==> config.mk <==
export PLATFORM = sky130hd
export DESIGN_NAME = decoder_scan_sequencer_flat
export DESIGN_NICKNAME = d
export VERILOG_FILES = /design/src/rtl/decoder_scan_sequencer_pkg.sv /design/src/rtl/decoder_scan_sequencer_if.sv /design/src/rtl/decoder_scan_sequencer_next_finder.sv /design/src/rtl/decoder_scan_sequencer.sv /design/src/flat_wrapper.sv
export SDC_FILE = /design/constraint.sdc
export NUM_CORES = 1
export LEC_CHECK = 0
export ABC_AREA = 1
export BUFFER_PORTS_ARGS = -buffer_cell sky130_fd_sc_hd__buf_2
export CORE_MARGIN = 2
export CORE_UTILIZATION = 61
export CTS_BUF_LIST = sky130_fd_sc_hd__clkbuf_8
export DETAILED_ROUTE_END_ITERATION = 6
export HOLD_SLACK_MARGIN = 0.05
export PLACE_DENSITY = 0.83
export SYNTH_ARGS = -nofsm -noshare
export SYNTH_HDL_FRONTEND = slang
export SYNTH_HIERARCHICAL = 1
export SYNTH_SLANG_ARGS = --single-unit
==> constraint.sdc <==
create_clock -name clk -period 3.5 [get_ports clk]
set_clock_uncertainty 0.2 [all_clocks]
set_input_delay 0.35 -clock clk [delete_from_list [all_inputs] [get_ports clk]]
set_output_delay 0.35 -clock clk [all_outputs]
set_load 0.02 [all_outputs]
==> src/rtl/decoder_scan_sequencer_pkg.sv <==
// Package for the decoder scan sequencer.
// Holds the FSM state type, the default select/dwell widths and the
// dwell clamp helper (a programmed dwell of 0 behaves as 1).
package decoder_scan_pkg;

    typedef enum logic {
        IDLE,
        DWELL
    } scan_state_e;

    localparam int unsigned DEF_SEL_W   = 4;
    localparam int unsigned DEF_NUM_CH  = 2 ** DEF_SEL_W;
    localparam int unsigned DEF_DWELL_W = 8;

    // Effective dwell D = max(dwell, 1)
    function automatic int unsigned clamp_dwell(input int unsigned d);
        return (d == 0) ? 1 : d;
    endfunction

endpackage

==> src/rtl/decoder_scan_sequencer_if.sv <==
// Control/status bundle between a scan controller (master) and the
// decoder scan sequencer (slave).
//   start, stop, continuous, chan_mask, dwell : master -> sequencer
//   sel, sel_valid, busy, chan_step, done     : sequencer -> master
interface decoder_scan_sequencer_if #(
    parameter int unsigned SEL_W   = 4,
    parameter int unsigned DWELL_W = 8
);
    localparam int unsigned NUM_CH = 2 ** SEL_W;

    logic               start;
    logic               stop;
    logic               continuous;
    logic [NUM_CH-1:0]  chan_mask;
    logic [DWELL_W-1:0] dwell;
    logic [SEL_W-1:0]   sel;
    logic               sel_valid;
    logic               busy;
    logic               chan_step;
    logic               done;

    modport master (
        output start, stop, continuous, chan_mask, dwell,
        input  sel, sel_valid, busy, chan_step, done
    );

    modport slave (
        input  start, stop, continuous, chan_mask, dwell,
        output sel, sel_valid, busy, chan_step, done
    );
endinterface

==> src/rtl/decoder_scan_sequencer_next_finder.sv <==
// Combinational channel search for the scan sequencer.
//   mask        : enabled channels
//   sel         : current channel
//   next_idx    : lowest enabled index strictly above sel (valid if next_found)
//   first_idx   : lowest enabled index overall (valid if first_found)
module scan_next_finder #(
    parameter int unsigned SEL_W = 4
) (
    input  logic [2**SEL_W-1:0] mask,
    input  logic [SEL_W-1:0]    sel,
    output logic [SEL_W-1:0]    next_idx,
    output logic                next_found,
    output logic [SEL_W-1:0]    first_idx,
    output logic                first_found
);
    localparam int unsigned NUM_CH = 2 ** SEL_W;

    always_comb begin
        next_idx    = '0;
        next_found  = 1'b0;
        first_idx   = '0;
        first_found = 1'b0;
        // Ascending scan; the found flags freeze the lowest match.
        for (int unsigned i = 0; i < NUM_CH; i++) begin
            if (mask[i] && !first_found) begin
                first_idx   = SEL_W'(i);
                first_found = 1'b1;
            end
            if (mask[i] && !next_found && (i > 32'(sel))) begin
                next_idx   = SEL_W'(i);
                next_found = 1'b1;
            end
        end
    end
endmodule

==> src/rtl/decoder_scan_sequencer.sv <==
// Decoder scan sequencer: walks the enabled channels of a 16-bit mask,
// lowest index first, holding each for D = max(dwell,1) cycles, and
// presents the select to the downstream 4-to-16 decoder.
// Ports:
//   clk   : rising-edge clock
//   rst_n : asynchronous active-low reset
//   bus   : slave side of decoder_scan_sequencer_if (control in, sel/status out)
module decoder_scan_sequencer
    import decoder_scan_pkg::*;
#(
    parameter int unsigned SEL_W   = DEF_SEL_W,
    parameter int unsigned DWELL_W = DEF_DWELL_W
) (
    input  logic                      clk,
    input  logic                      rst_n,
    decoder_scan_sequencer_if.slave   bus
);
    localparam int unsigned NUM_CH = 2 ** SEL_W;

    scan_state_e        state;
    logic [NUM_CH-1:0]  mask_q;
    logic               cont_q;
    logic [DWELL_W-1:0] reload_q;
    logic [DWELL_W-1:0] cnt_q;
    logic [SEL_W-1:0]   sel_q;
    logic               valid_q;
    logic               busy_q;
    logic               step_q;
    logic               done_q;

    logic [NUM_CH-1:0]  search_mask;
    logic [SEL_W-1:0]   next_idx;
    logic               next_found;
    logic [SEL_W-1:0]   first_idx;
    logic               first_found;
    logic [DWELL_W-1:0] start_reload;

    // One finder serves both phases: in IDLE it searches the live mask
    // (first channel and empty-mask test), while scanning it searches
    // the latched mask so mid-scan mask changes have no effect.
    assign search_mask  = (state == IDLE) ? bus.chan_mask : mask_q;
    assign start_reload = DWELL_W'(clamp_dwell(32'(bus.dwell)) - 1);

    scan_next_finder #(
        .SEL_W (SEL_W)
    ) u_finder (
        .mask        (search_mask),
        .sel         (sel_q),
        .next_idx    (next_idx),
        .next_found  (next_found),
        .first_idx   (first_idx),
        .first_found (first_found)
    );

    always_ff @(posedge clk or negedge rst_n) begin
        if (!rst_n) begin
            state    <= IDLE;
            mask_q   <= '0;
            cont_q   <= 1'b0;
            reload_q <= '0;
            cnt_q    <= '0;
            sel_q    <= '0;
            valid_q  <= 1'b0;
            busy_q   <= 1'b0;
            step_q   <= 1'b0;
            done_q   <= 1'b0;
        end else begin
            step_q <= 1'b0;
            done_q <= 1'b0;
            case (state)
                IDLE: begin
                    if (bus.start && !bus.stop && first_found) begin
                        mask_q   <= bus.chan_mask;
                        cont_q   <= bus.continuous;
                        reload_q <= start_reload;
                        cnt_q    <= start_reload;
                        sel_q    <= first_idx;
                        valid_q  <= 1'b1;
                        busy_q   <= 1'b1;
                        step_q   <= 1'b1;
                        state    <= DWELL;
                    end
                end
                DWELL: begin
                    if (bus.stop) begin
                        state   <= IDLE;
                        sel_q   <= '0;
                        valid_q <= 1'b0;
                        busy_q  <= 1'b0;
                    end else if (cnt_q != '0) begin
                        cnt_q <= cnt_q - DWELL_W'(1);
                    end else if (next_found) begin
                        sel_q  <= next_idx;
                        cnt_q  <= reload_q;
                        step_q <= 1'b1;
                    end else if (cont_q) begin
                        sel_q  <= first_idx;
                        cnt_q  <= reload_q;
                        step_q <= 1'b1;
                    end else begin
                        state   <= IDLE;
                        sel_q   <= '0;
                        valid_q <= 1'b0;
                        busy_q  <= 1'b0;
                        done_q  <= 1'b1;
                    end
                end
                default: state <= IDLE;
            endcase
        end
    end

    assign bus.sel       = sel_q;
    assign bus.sel_valid = valid_q;
    assign bus.busy      = busy_q;
    assign bus.chan_step = step_q;
    assign bus.done      = done_q;
endmodule

==> src/flat_wrapper.sv <==
// flat-port wrapper written by rule: the top's interface ports become plain ports
module decoder_scan_sequencer_flat import decoder_scan_pkg::*;
#(
    parameter int unsigned SEL_W   = DEF_SEL_W,
    parameter int unsigned DWELL_W = DEF_DWELL_W
)
  (clk, rst_n, bus_start, bus_stop, bus_continuous, bus_chan_mask, bus_dwell, bus_sel, bus_sel_valid, bus_busy, bus_chan_step, bus_done);
  decoder_scan_sequencer_if #(.SEL_W(SEL_W), .DWELL_W(DWELL_W)) bus_i ();
  input  logic clk;
  input  logic rst_n;
  input wire logic [$bits(bus_i.start)-1:0] bus_start;
  input wire logic [$bits(bus_i.stop)-1:0] bus_stop;
  input wire logic [$bits(bus_i.continuous)-1:0] bus_continuous;
  input wire logic [$bits(bus_i.chan_mask)-1:0] bus_chan_mask;
  input wire logic [$bits(bus_i.dwell)-1:0] bus_dwell;
  output wire logic [$bits(bus_i.sel)-1:0] bus_sel;
  output wire logic [$bits(bus_i.sel_valid)-1:0] bus_sel_valid;
  output wire logic [$bits(bus_i.busy)-1:0] bus_busy;
  output wire logic [$bits(bus_i.chan_step)-1:0] bus_chan_step;
  output wire logic [$bits(bus_i.done)-1:0] bus_done;
  assign bus_i.start = bus_start;
  assign bus_i.stop = bus_stop;
  assign bus_i.continuous = bus_continuous;
  assign bus_i.chan_mask = bus_chan_mask;
  assign bus_i.dwell = bus_dwell;
  assign bus_sel = bus_i.sel;
  assign bus_sel_valid = bus_i.sel_valid;
  assign bus_busy = bus_i.busy;
  assign bus_chan_step = bus_i.chan_step;
  assign bus_done = bus_i.done;
  decoder_scan_sequencer #(.SEL_W(SEL_W), .DWELL_W(DWELL_W)) u_core (.clk(clk), .rst_n(rst_n), .bus(bus_i));
endmodule
Word level (Yosys, flattened, before mapping). Cells that the tools add are included.

$add $sub $neg: 2. Magnitude comparators: 15. Equal/unequal tests: 6. Mux-type cells: 95. Bitwise operators: 1. Reductions and logical operators: 82.

Operators by type and width (number): $mux 4 (32); $mux 1 (50); $mux 8 (6); $logic_and 1x1->1 (46); $gt 4x4->1 const A (8); $logic_not 1->1 (30); $gt 3x4->1 const A (4); $mux 16 (1); $pmux 8 s2 (1); $sub 8x1->8 const B (2); $ne 3x3->1 const B (3); $gt 2x4->1 const A (2); $logic_not 8->1 (1); $pmux 4 s2 (1); $reduce_bool 8->1 (1); $pmux 1 s2 (3); $gt 1x4->1 const A (1); $ne 2x2->1 const B (2); $ne 4x4->1 const B (1); $reduce_and 2->1 (2); $reduce_and 4->1 (1); $reduce_and 3->1 (1); $mux 2 (1); $not 1->1 (1).

Register bits: 41. Word-level logic and storage cells: 210.

Logic depth before layout (Yosys ltp). Gate-level depths: netlist of run 1.

Word-level depth: 63. Mapped depth: 25. Gate-level depth less buffers: 22.

Cells and area by module. The synthesis of run 1 kept the hierarchy.

Modules (own cells, without submodules): decoder_scan_sequencer (times used 1, cells each 331, area each 2379.8 µm²); scan_next_finder (times used 1, cells each 131, area each 709.4 µm²).

Worst setup path before layout of run 1. No wires, ideal clock.

Path type: register to register. Start: register u_core.state. End: register u_core.cnt_q[3]. Library setup time: 117 ps. Data arrival time: 2744 ps. Required time: 3183 ps. Path slack: 440 ps. Cell stages (with the launch flop): 24. Buffers on the path: 3. Clock period less this slack: 3060 ps. Cell sequence: dfrtp_1 > buf_4 > clkbuf_1 > nand2_1 > o21ai_0 > nor2_1 > nand4_1 > nor3_2 > nand2_1 > nor2_4 > nand2_2 > nor3_4 > nand2_1 > nor2_2 > nand3b_1 > nand3_1 > nor2_4 > nor2_1 > nand2_2 > buf_6 > nand2_2 > inv_2 > nand2_1 > nand2_1.

Elaborated cells between the ends (all ways): 115.

RTL lines: start: declaration (line decoder_scan_sequencer.sv:20) `scan_state_e state;`; start signal: assignment (line decoder_scan_sequencer.sv:57) `state <= IDLE;`; start signal: assignment (line decoder_scan_sequencer.sv:81) `state <= DWELL;`; start signal: assignment (line decoder_scan_sequencer.sv:86) `state <= IDLE;`; $mux 16 * (line decoder_scan_sequencer.sv:41) `assign search_mask = (state == IDLE) ? bus.chan_mask : mask_q;`; via u_core.search_mask[1] (line decoder_scan_sequencer.sv:31) `logic [NUM_CH-1:0] search_mask;`; $logic_and 1x1->1 * (line decoder_scan_sequencer_next_finder.sv:25) `if (mask[i] && !first_found) begin`; $mux 1 * (line decoder_scan_sequencer_next_finder.sv:25); $logic_not 1->1 (line decoder_scan_sequencer_next_finder.sv:25); $logic_and 1x1->1 (line decoder_scan_sequencer_next_finder.sv:25); $mux 1 * (line decoder_scan_sequencer_next_finder.sv:25); $logic_not 1->1 (line decoder_scan_sequencer_next_finder.sv:25); [... 34 more ...]; $mux 1 * (line decoder_scan_sequencer_next_finder.sv:25); $logic_not 1->1 (line decoder_scan_sequencer_next_finder.sv:25); $logic_and 1x1->1 (line decoder_scan_sequencer_next_finder.sv:25); $mux 1 * (line decoder_scan_sequencer_next_finder.sv:25); via u_core.first_found (line decoder_scan_sequencer.sv:35) `logic first_found;`; $logic_and 1x1->1 * (line decoder_scan_sequencer.sv:72) `if (bus.start && !bus.stop && first_found) begin`; $ne 2x2->1 (no line) *; $reduce_and 3->1 (no line) *; end signal: assignment (line decoder_scan_sequencer.sv:76) `cnt_q <= start_reload;`; end signal: assignment (line decoder_scan_sequencer.sv:91) `cnt_q <= cnt_q - DWELL_W'(1);`; end signal: assignment (line decoder_scan_sequencer.sv:94) `cnt_q <= reload_q;`; end: declaration (line decoder_scan_sequencer.sv:24) `logic [DWELL_W-1:0] cnt_q;`.

Mark *: on every way through the listed nets, which the timed path passes. The rest lies on a longest branch. The select of a mux whose other input is x is not followed. A chain may end at the register's enable or synchronous reset.

Worst setup path in the final report of run 1.
Start: register u_core.state. End: register u_core.cnt_q[6].

Elaborated cells between the ends (all ways): 115.

RTL lines (line): $mux 16 * (decoder_scan_sequencer.sv:41); via u_core.search_mask[0] (decoder_scan_sequencer.sv:31); $mux 1 * (decoder_scan_sequencer_next_finder.sv:25); $logic_not 1->1 (decoder_scan_sequencer_next_finder.sv:25); $logic_and 1x1->1 (decoder_scan_sequencer_next_finder.sv:25); $mux 1 * (decoder_scan_sequencer_next_finder.sv:25); $logic_not 1->1 (decoder_scan_sequencer_next_finder.sv:25); $logic_and 1x1->1 (decoder_scan_sequencer_next_finder.sv:25); [... 36 more ...]; $mux 1 * (decoder_scan_sequencer_next_finder.sv:25); $logic_not 1->1 (decoder_scan_sequencer_next_finder.sv:25); $logic_and 1x1->1 (decoder_scan_sequencer_next_finder.sv:25); $mux 1 * (decoder_scan_sequencer_next_finder.sv:25); via u_core.first_found (decoder_scan_sequencer.sv:35); $logic_and 1x1->1 * (decoder_scan_sequencer.sv:72); $ne 2x2->1 (no line) *; $reduce_and 3->1 (no line) *.

Marks and branches as above.

==> impl_metrics.tcl, run 1 <==
set metrics [dict create \
    r2r.worst_path.cells 20 \
    tightest_slew_ns 0.925 \
    globalplace.congestion 0.924 \
    critPathArrivalTime_ns 3.38 \
    grt_pass1_vias 2729 \
    report.final.slew_viol_count 0 \
    syn-mean-instance-area_um2 6.69 \
    die_y_um 75.2 \
    root_buffer "clkbuf_8" \
    crit_type "reg -> reg" \
    crit_fanout 32 \
    clock-sinks 41 \
    h-tree-depth 2 \
    yosys_warnings 6 \
    fin_nets 542 \
    synth_cell_types 42 \
    die_area_um2 5650 \
    final_cell_mix "127 x nand2_1, 65 x inv_1, 45 x o21ai_0" \
    final_antenna_net_count 0 \
    leakagePower_nw 1.91 \
    start_util 0.641 \
    post-place-ws_ns 0.225 \
    rrSetupSlack_ns 0.11 \
    dp_hpwl_mm 5.49 \
    fillerInstances 385 \
    die_width_um 75.2 \
    final_common_cell "nand2_1" \
    dr.pass1.iters 5 \
    io_pins 37 \
    holdWs_ns 0.0789 \
    peakVddDrop_uv 395 \
    setup_ws_ns 0.115 \
    antenna_cells 0 \
    crit_path_end "u_core/cnt_q[6]" \
    overflow 0 \
    synth_seq_cells 41 \
    cts_buffers 5 \
    r2r-start "u_core/state" \
    yosys.area.top_type_share 0.332 \
    track_usage 0.287 \
    drive_gt1_frac 0.200 \
    cts_buffer_depth 2 \
    synth_flop_cell "dfrtp_1" \
    hold_path.class "in -> reg" \
    routed_wl_mm 7.80 \
    syn2layout_area_growth_pct 16.6 \
    yosysSeqAreaShare 0.332 \
    cts.clk_slew.worst_paths_ns 0.09 \
    async_reset_ff_frac 1.00 \
    routedWlPerCell_um 13.5 \
    hold_viol_final 0 \
    crit_required_ns 3.49 \
    netlist_area_um2 3090 \
    clock.fmax_mhz 295 \
    endpoint_kind "flop" \
    status "finished, final reports clean" \
    numPortBuffers 36 \
    fin_crit_ns 3.39 \
    drt-initial-drc-count 409 \
    relSlewSlack 0.383 \
    power_density_nw_per_um2 693 \
    synth.largest_area_cell "dfrtp_1" \
    syn_inst 462 \
    antenna_found_initial 0 \
    drc 0 \
    grt_max_degree 42 \
    cap_violations 0 \
    fin_crit_sh 0.967 \
    synth_nets 494 \
    grt_pass1_wl_mm 12.4 \
    start_kind "flop" \
    synth_edf_count 0 \
    vias 3224 \
    viasPerCell 5.58 \
    finalSetupViolations 0 \
    num_rows 25 \
    r2r-end "u_core/cnt_q[6]" \
    startpoint "u_core/state" \
    cts_tree "built" \
    core_um2 4820 \
    clock_latency_ns 0.30 \
    synth_area_leaders "dfrtp_1 33%, nand2_1 16%, inv_1 7.9%" \
]
## cell usage after synthesis (7+ instances only)
cell and number:
a21oi_1 10, dfrtp_1 41, inv_1 65, inv_2 7, nand2_1 128, nand2_2 7, nand3_1 30, nand4_1 15
nor2_1 37, o21ai_0 45, o21ai_1 10
## through the flow
stage          total power [W]  utilization  cells  TNS, ns  area (um^2)
6_report               0.00249        0.748    578        0         3600
5_1_grt                0.00268        0.748    578   -0.517         3600
4_1_cts                0.00242        0.728    568        0         3500
3_5_place_dp           0.00195        0.698    559        0         3360
3_3_place_gp           0.00191        0.698    559        0         3360
2_1_floorplan          0.00166            -    462        0         3090
## metal layers
| layer | GRT usage | up-vias | wire length (um) |
|---|---|---|---|
| li1 | - | 1588 | - |
| met1 | 0.443 | 1477 | 3730 |
| met2 | 0.432 | 149 | 3410 |
| met3 | 0.0415 | 10 | 590 |
| met4 | 0.0585 | 0 | 69 |
| met5 | 0 | - | 0 |
## final cells by class
type,count,area [um^2],share of cell area
inverters,75,284,0.0788
clock inverters,3,65.1,0.0181
multi-input cells,333,1720,0.477
flip-flops and latches,41,1030,0.285
repair buffers,54,355,0.0986
well taps,67,83.8,0.0233
clock buffers,5,68.8,0.0191
## where the power goes
group | internal, W | total [W] | switching (W) | leakage [nW]
logic | 0.000442 | 0.00125 | 0.000804 | 1.33
clock network | 0.000283 | 0.000460 | 0.000176 | 0.0681
registers | 0.000640 | 0.000789 | 0.000149 | 0.511
## flip-flops by register name, summed over array words and instances, names as in the netlist
register and flops:
u_core/state 1, u_core/cont_q 1, u_core/bus.sel 4, u_core/mask_q 16, u_core/cnt_q 8, u_core/bus.done 1, u_core/bus.chan_step 1, u_core/bus.busy 1
u_core/reload_q 8
## logic make-up (layout without fill, tap and decap cells)
family                   Yosys count  after routing  synth area share
AND/OR/NAND/NOR                  248            248             0.388
buffers and inverters             88            137             0.115
AO/OA/AOI/OAI                     79             79             0.144
flip-flops                        41             41             0.332
adder cells (fa/ha/maj)            3              3            0.0122
XOR/XNOR                           3              3           0.00851
## critical path: stages (launching register included)
cell and delay (ns):
dfrtp_1 0.42, buf_12 0.17, nand2_1 0.05, o21ai_0 0.11, nor2_1 0.23, nand4_1 0.20, nor3_2 0.28, nand2_2 0.11
nor2_4 0.14, nand2_2 0.09, nor3_4 0.19, nand2_1 0.11, nor2_2 0.14, nand3b_1 0.11, nand3_2 0.11, nor2_4 0.07
nor2_2 0.11, nand2_2 0.10, buf_4 0.17, nand3_1 0.09, o21ai_1 0.06
## worst min path at each step
stage | slack, ns | to | cells after the start | startpoint
floorplan | -0.15 | u_core/bus.busy | 0 | rst_n
global placement | 0.27 | u_core/mask_q[15] | 2 | u_core/mask_q[15]
detailed placement | 0.27 | u_core/mask_q[13] | 2 | u_core/mask_q[13]
CTS | 0.08 | u_core/cont_q | 3 | bus_continuous
global route | 0.11 | u_core/cont_q | 3 | bus_continuous
finish | 0.08 | u_core/cont_q | 3 | bus_continuous
## repair_timing
action / 4_1_cts / 5_1_grt
hold buffers: 1 / 0
endpoints found under the hold margin: 41 / 0
endpoints found under the setup margin: 0 / 9
buffers inserted: 0 / 10
resized for setup: 0 / 3
Power figures use the tool's default switching activity.
==> inputs of run 2 (changes only) <==
==> constraint.sdc (replaced) <==
create_clock -name clk -period 3.5 [get_ports clk]
set_clock_uncertainty 0.2 [all_clocks]
set_input_delay 0 -clock clk [delete_from_list [all_inputs] [get_ports clk]]
set_output_delay 0 -clock clk [all_outputs]
set_load 0.02 [all_outputs]
==> run 2 against run 1 <==
- the flow now finishes with violations (negative setup slack)
- first-iteration DRC count increased by 34%
- power grew 7.5%
- critical path depth down 3
- worst hold slack better by 0.075 ns
- flip-flop and latch count did not move
- wire length grew 30%
- worst setup slack lost 0.26 ns
- core utilization increased by 8.7 points
- largest cell class unchanged
==> impl_metrics.tcl, run 2 (same netlist as run 1, synthesis figures left out) <==
set metrics [dict create \
    die_y_um 75.2 \
    path_buf_inv 3 \
    die_width_um 75.2 \
    finalSetupViolations 12 \
    numPortBuffers 36 \
    area.sequential_um2 1030 \
    drive_gt1_frac 0.200 \
    io_pins 37 \
    globalplace.congestion 0.924 \
    cts_tree "built" \
    final_antenna_net_count 0 \
    drc 0 \
    crit_fanout 16 \
    regMostFlops "u_core/mask_q" \
    routedWlPerCell_um 16.4 \
    cp.depth 17 \
    cts.clk_slew.worst_paths_ns 0.10 \
    endpoint_kind "flop" \
    relSlewSlack 0.361 \
    reg_top3 "u_core/mask_q: 16 flops, u_core/cnt_q: 8 flops, u_core/reload_q: 8 flops" \
    power_w 0.00268 \
    crit_required_ns 3.54 \
    fillerInstances 279 \
    critPathArrivalTime_ns 3.68 \
    root_buffer "clkbuf_8" \
    power_density_nw_per_um2 667 \
    h-tree-depth 2 \
    viasPerCell 6.02 \
    fin_nets 582 \
    grt_max_degree 42 \
    die_area_um2 5650 \
    critPathSlowestCell "dlygate4sd3_1" \
    peakVddDrop_uv 416 \
    cap_violations 0 \
    num_rows 25 \
    critPathMaxStageDelay_ns 0.57 \
    clock_latency_ns 0.31 \
    r2r-start "u_core/state" \
    largest_reg_flops 16 \
    final_common_cell "nand2_1" \
    grt_pass1_wl_mm 14.0 \
    report.final.slew_viol_count 0 \
    core_um2 4820 \
    cts_buffers 5 \
    drt-initial-drc-count 549 \
    final_cell_mix "127 x nand2_1, 65 x inv_1, 42 x o21ai_0" \
    multi_input_area_um2 1750 \
    critPathTopFamily "simple AND/OR/NAND/NOR gates" \
    fin_setup_tns_ns -0.955 \
    start_kind "flop" \
    antenna_found_initial 0 \
    clock.fmax_mhz 275 \
    tightest_slew_ns 0.948 \
    grt_pass1_vias 3089 \
    antenna_cells 0 \
    vias 3718 \
    dr.pass1.iters 7 \
    r2r-end "u_core/reload_q[6]" \
    hold_path.class "in -> async" \
    track_usage 0.326 \
    syn2layout_area_growth_pct 30.1 \
    path_cells "buf_12, nand2_1, o21ai_0, inv_1, nand4_1, nor3_2, nand2_2, nor2_4, nand2_2, nor3_4, nand2_1, nor2_2, nand3b_1, nand3_4, nor2_2, a31oi_1, dlygate4sd3_1" \
    overflow 0 \
    r2r.worst_path.cells 17 \
    rrSetupSlack_ns -0.14 \
    violations "negative setup slack" \
    clock-sinks 41 \
    leakagePower_nw 2.07 \
    hold_viol_final 0 \
    setup_ws_ns -0.143 \
    crit_type "reg -> reg" \
    status "finished with violations" \
    fin_crit_ns 3.64 \
    fin_crit_sh 1.04 \
    rsz0062_at_grt "yes" \
    holdWs_ns 0.153 \
    start_util 0.641 \
    dp_hpwl_mm 5.49 \
    routed_wl_mm 10.1 \
    cts_buffer_depth 2 \
]
## run 2: timing repair
| action | 4_1_cts | 5_1_grt |
|---|---|---|
| gates resized for setup | 0 | 10 |
| endpoints found under the setup margin | 0 | 15 |
| setup buffers | 0 | 12 |
| hold buffers | 38 | 0 |
| endpoints found under the hold margin | 79 | 0 |
## run 2: where the power goes
| group | leakage (nW) | internal, W | total (W) | switching [W] |
|---|---|---|---|---|
| combinational | 1.49 | 0.000498 | 0.00140 | 0.000903 |
| sequential | 0.510 | 0.000641 | 0.000808 | 0.000167 |
| clock | 0.0681 | 0.000284 | 0.000473 | 0.000189 |
| total | 2.07 | 0.00142 | 0.00268 | 0.00126 |
## run 2: worst register-to-register path, delay by kind of cell, from the launching register on
kind                   cells  cell delay [ns]
AND/OR/NAND/NOR           12             1.71
buffers and inverters      3             0.90
flip-flops                 1             0.45
AO/OA/AOI/OAI              2             0.33
## run 2: area by class of cell
type / count / share of cell area
tap: 67 / 0.0209
multi-input combinational: 335 / 0.434
inverter: 75 / 0.0707
clock buffer: 5 / 0.0171
clock inverter: 3 / 0.0162
sequential: 41 / 0.256
timing repair buffer: 92 / 0.185
## run 2: routing by layer
metal,up-vias,wire length (um),track usage
met5,-,0,0
met4,0,534,0.0975
met3,74,1210,0.0589
met2,319,4520,0.511
met1,1655,3840,0.464
li1,1670,-,-
## run 2: how the worst max path moves through the flow
stage | end | start | slack (ns)
2_1_floorplan | u_core/cnt_q[3] | u_core/state | 0.44
3_3_place_gp | u_core/bus.busy | u_core/state | 0.38
3_5_place_dp | u_core/bus.busy | u_core/state | 0.23
4_1_cts | u_core/reload_q[7] | u_core/state | 0.07
5_1_grt | u_core/reload_q[2] | u_core/state | -0.22
6_report | u_core/reload_q[6] | u_core/state | -0.14
## run 2: metrics by stage
step	std cells	instance area, um^2	util	worst slack, ns
finish	618	4020	0.835	-0.143
global route	618	4020	0.835	-0.222
CTS	605	3870	0.804	0.0683
detailed placement	559	3360	0.698	0.225
global placement	559	3360	0.698	0.383
floorplan	462	3090	-	0.440
==> inputs of run 3 (changes only) <==
==> constraint.sdc (replaced) <==
create_clock -name clk -period 3.5 [get_ports clk]
set_clock_uncertainty 0.2 [all_clocks]
set_input_delay 0.7 -clock clk [delete_from_list [all_inputs] [get_ports clk]]
set_output_delay 0.7 -clock clk [all_outputs]
set_load 0.02 [all_outputs]
==> run 3 against run 2 <==
- the flow now finishes without violations
- first-iteration DRC count decreased by 40%
- final cell count decreased by 7.1%
- via count decreased by 13%
- clock power decreased by 16%
- register-to-register slack improved by 0.40 ns
- largest cell class unchanged
- global-route usage decreased by 3.2 points
- critical path type unchanged
- cell area decreased by 12%
- sequential share of layout area increased by 3.4 points
- flip-flop and latch count unchanged
==> impl_metrics.tcl, run 3 (same netlist as run 1, synthesis figures left out) <==
set metrics [dict create \
    fillerInstances 419 \
    drt-initial-drc-count 329 \
    fin_crit_sh 0.927 \
    clock_latency_ns 0.30 \
    critPathArrivalTime_ns 3.24 \
    crit_type "reg -> reg" \
    hold_path.class "reg -> reg" \
    core_um2 4820 \
    leakagePower_nw 1.88 \
    crit_fanout 18 \
    antenna_found_initial 0 \
    antenna_cells 0 \
    rsz0062_at_grt "no" \
    reg_top3 "u_core/mask_q: 16 flops, u_core/cnt_q: 8 flops, u_core/reload_q: 8 flops" \
    cp.depth 21 \
    rrSetupSlack_ns 0.25 \
    numPortBuffers 36 \
    track_usage 0.293 \
    critPathMaxStageDelay_ns 0.45 \
    switchingPower_w 0.00112 \
    area.sequential_um2 1030 \
    relSlewSlack 0.384 \
    endpoint_kind "flop" \
    routed_wl_mm 7.72 \
    clock-sinks 41 \
    dp_hpwl_mm 5.61 \
    p_int_w 0.00131 \
    fin_nets 538 \
    sw_frac_of_total 0.462 \
    report.final.slew_viol_count 0 \
    final_cell_mix "126 x nand2_1, 66 x inv_1, 45 x o21ai_0" \
    die_width_um 75.2 \
    fin_setup_tns_ns 0 \
    grt_max_degree 42 \
    start_util 0.641 \
    holdPathStages 2 \
    final_common_cell "nand2_1" \
    viasPerCell 5.61 \
    cts_buffers 5 \
    cts_buffer_depth 2 \
    critPathSlowestCell "dfrtp_2" \
    cts_tree "built" \
    grt_pass1_vias 2819 \
    start_kind "flop" \
    largest_reg_flops 16 \
    clock.fmax_mhz 308 \
    routedWlPerCell_um 13.4 \
    peakVddDrop_uv 430 \
    drive_gt1_frac 0.197 \
    path_buf_inv 3 \
    path_cells "buf_4, nand2_1, o21ai_0, nor2_1, nand4_1, nor3_2, nand2_2, nor2_4, nand2_2, nor3_4, nand2_1, nor2_2, nand3b_1, nand3_2, nor2_4, nor2_4, nand2_4, inv_4, nand2_1, o21ai_1, inv_1" \
    die_y_um 75.2 \
    cts.clk_slew.worst_paths_ns 0.08 \
    finalSetupViolations 0 \
    power_frac_seq 0.325 \
    drc 0 \
    num_rows 25 \
    multi_input_area_um2 1730 \
    critPathTopFamily "simple AND/OR/NAND/NOR gates" \
    hold_viol_final 0 \
    r2r.worst_path.cells 21 \
    syn2layout_area_growth_pct 14.7 \
    power_density_nw_per_um2 685 \
    fin_crit_ns 3.25 \
    p_clk_frac 0.164 \
    tightest_slew_ns 0.924 \
    grt_pass1_wl_mm 12.7 \
    regMostFlops "u_core/mask_q" \
    power_frac_comb 0.511 \
    io_pins 37 \
    dp_cells 562 \
    overflow 0 \
    root_buffer "clkbuf_8" \
    final_antenna_net_count 0 \
    dr.pass1.iters 5 \
    layout.cells.non_filler 574 \
    vias 3219 \
    die_area_um2 5650 \
    crit_required_ns 3.49 \
    status "finished, final reports clean" \
    power_w 0.00243 \
    h-tree-depth 2 \
    globalplace.congestion 0.912 \
    cap_violations 0 \
]
run 3: cell types whose count changed in the layout (fill, tap and decap cells not counted), moves of 2 or more:
cell | previous run | this run
o21ai_0 | 42 | 45
buf_12 | 3 | 1
o21ai_1 | 12 | 10
nor2_2 | 9 | 5
buf_4 | 16 | 13
dlygate4sd3_1 | 36 | 0
run 3: power by group through the flow:
stage	sequential (W)	clock, W	combinational, W
floorplan	0.000765	0	0.000892
global placement	0.000794	0	0.00112
detailed placement	0.000797	0	0.00116
CTS	0.000781	0.000406	0.00119
global route	0.000807	0.000423	0.00138
finish	0.000789	0.000399	0.00124
run 3: per-layer routing:
metal  vias to the layer above  routed length [um]  global-route usage
met5                         -                   0                   0
met4                         0                  81              0.0858
met3                         9                 636              0.0469
met1                      1477                3680               0.448
li1                       1578                   -                   -
met2                       155                3320               0.429
run 3: path summary, 6_finish.rpt:
kind                                   from          endpoint
max in group asynchronous             rst_n      u_core/state
min                        u_core/mask_q[6]  u_core/mask_q[6]
min reg2reg                u_core/mask_q[6]  u_core/mask_q[6]
min in group asynchronous             rst_n  u_core/mask_q[5]
max                            u_core/state   u_core/bus.busy
max reg2reg                    u_core/state   u_core/bus.busy
run 3: layout make-up:
cell class	count	area share
clock buffer	6	0.0233
multi-input combinational	333	0.489
inverter	75	0.0809
timing repair buffer	50	0.0840
sequential	41	0.290
tap	67	0.0237
clock inverter	2	0.00953
run 3: tightest hold or removal path, stage by stage, from the launching register on:
cell	delay, ns
dfrtp_1	0.35
nand2_1	0.05
o21ai_0	0.06
run 3: what timing repair did:
item | in CTS | in global routing
hold buffers | 0 | 0
setup buffers | 2 | 2
endpoints found under the setup margin | 7 | 17
cloned | 0 | 0
pin swaps | 0 | 3
resized for setup | 1 | 7
run 3: per-stage QoR:
| stage | instance area (um^2) | worst slack (ns) | util | hold slack (ns) |
|---|---|---|---|---|
| global route | 3540 | 0.0149 | 0.736 | 0.317 |
| CTS | 3500 | 0.123 | 0.727 | 0.293 |
| detailed placement | 3370 | -0.0657 | 0.700 | 0.274 |
| finish | 3540 | 0.254 | 0.736 | 0.291 |
| floorplan | 3090 | 0.439 | - | 0.204 |
| global placement | 3370 | 0.115 | 0.700 | 0.267 |
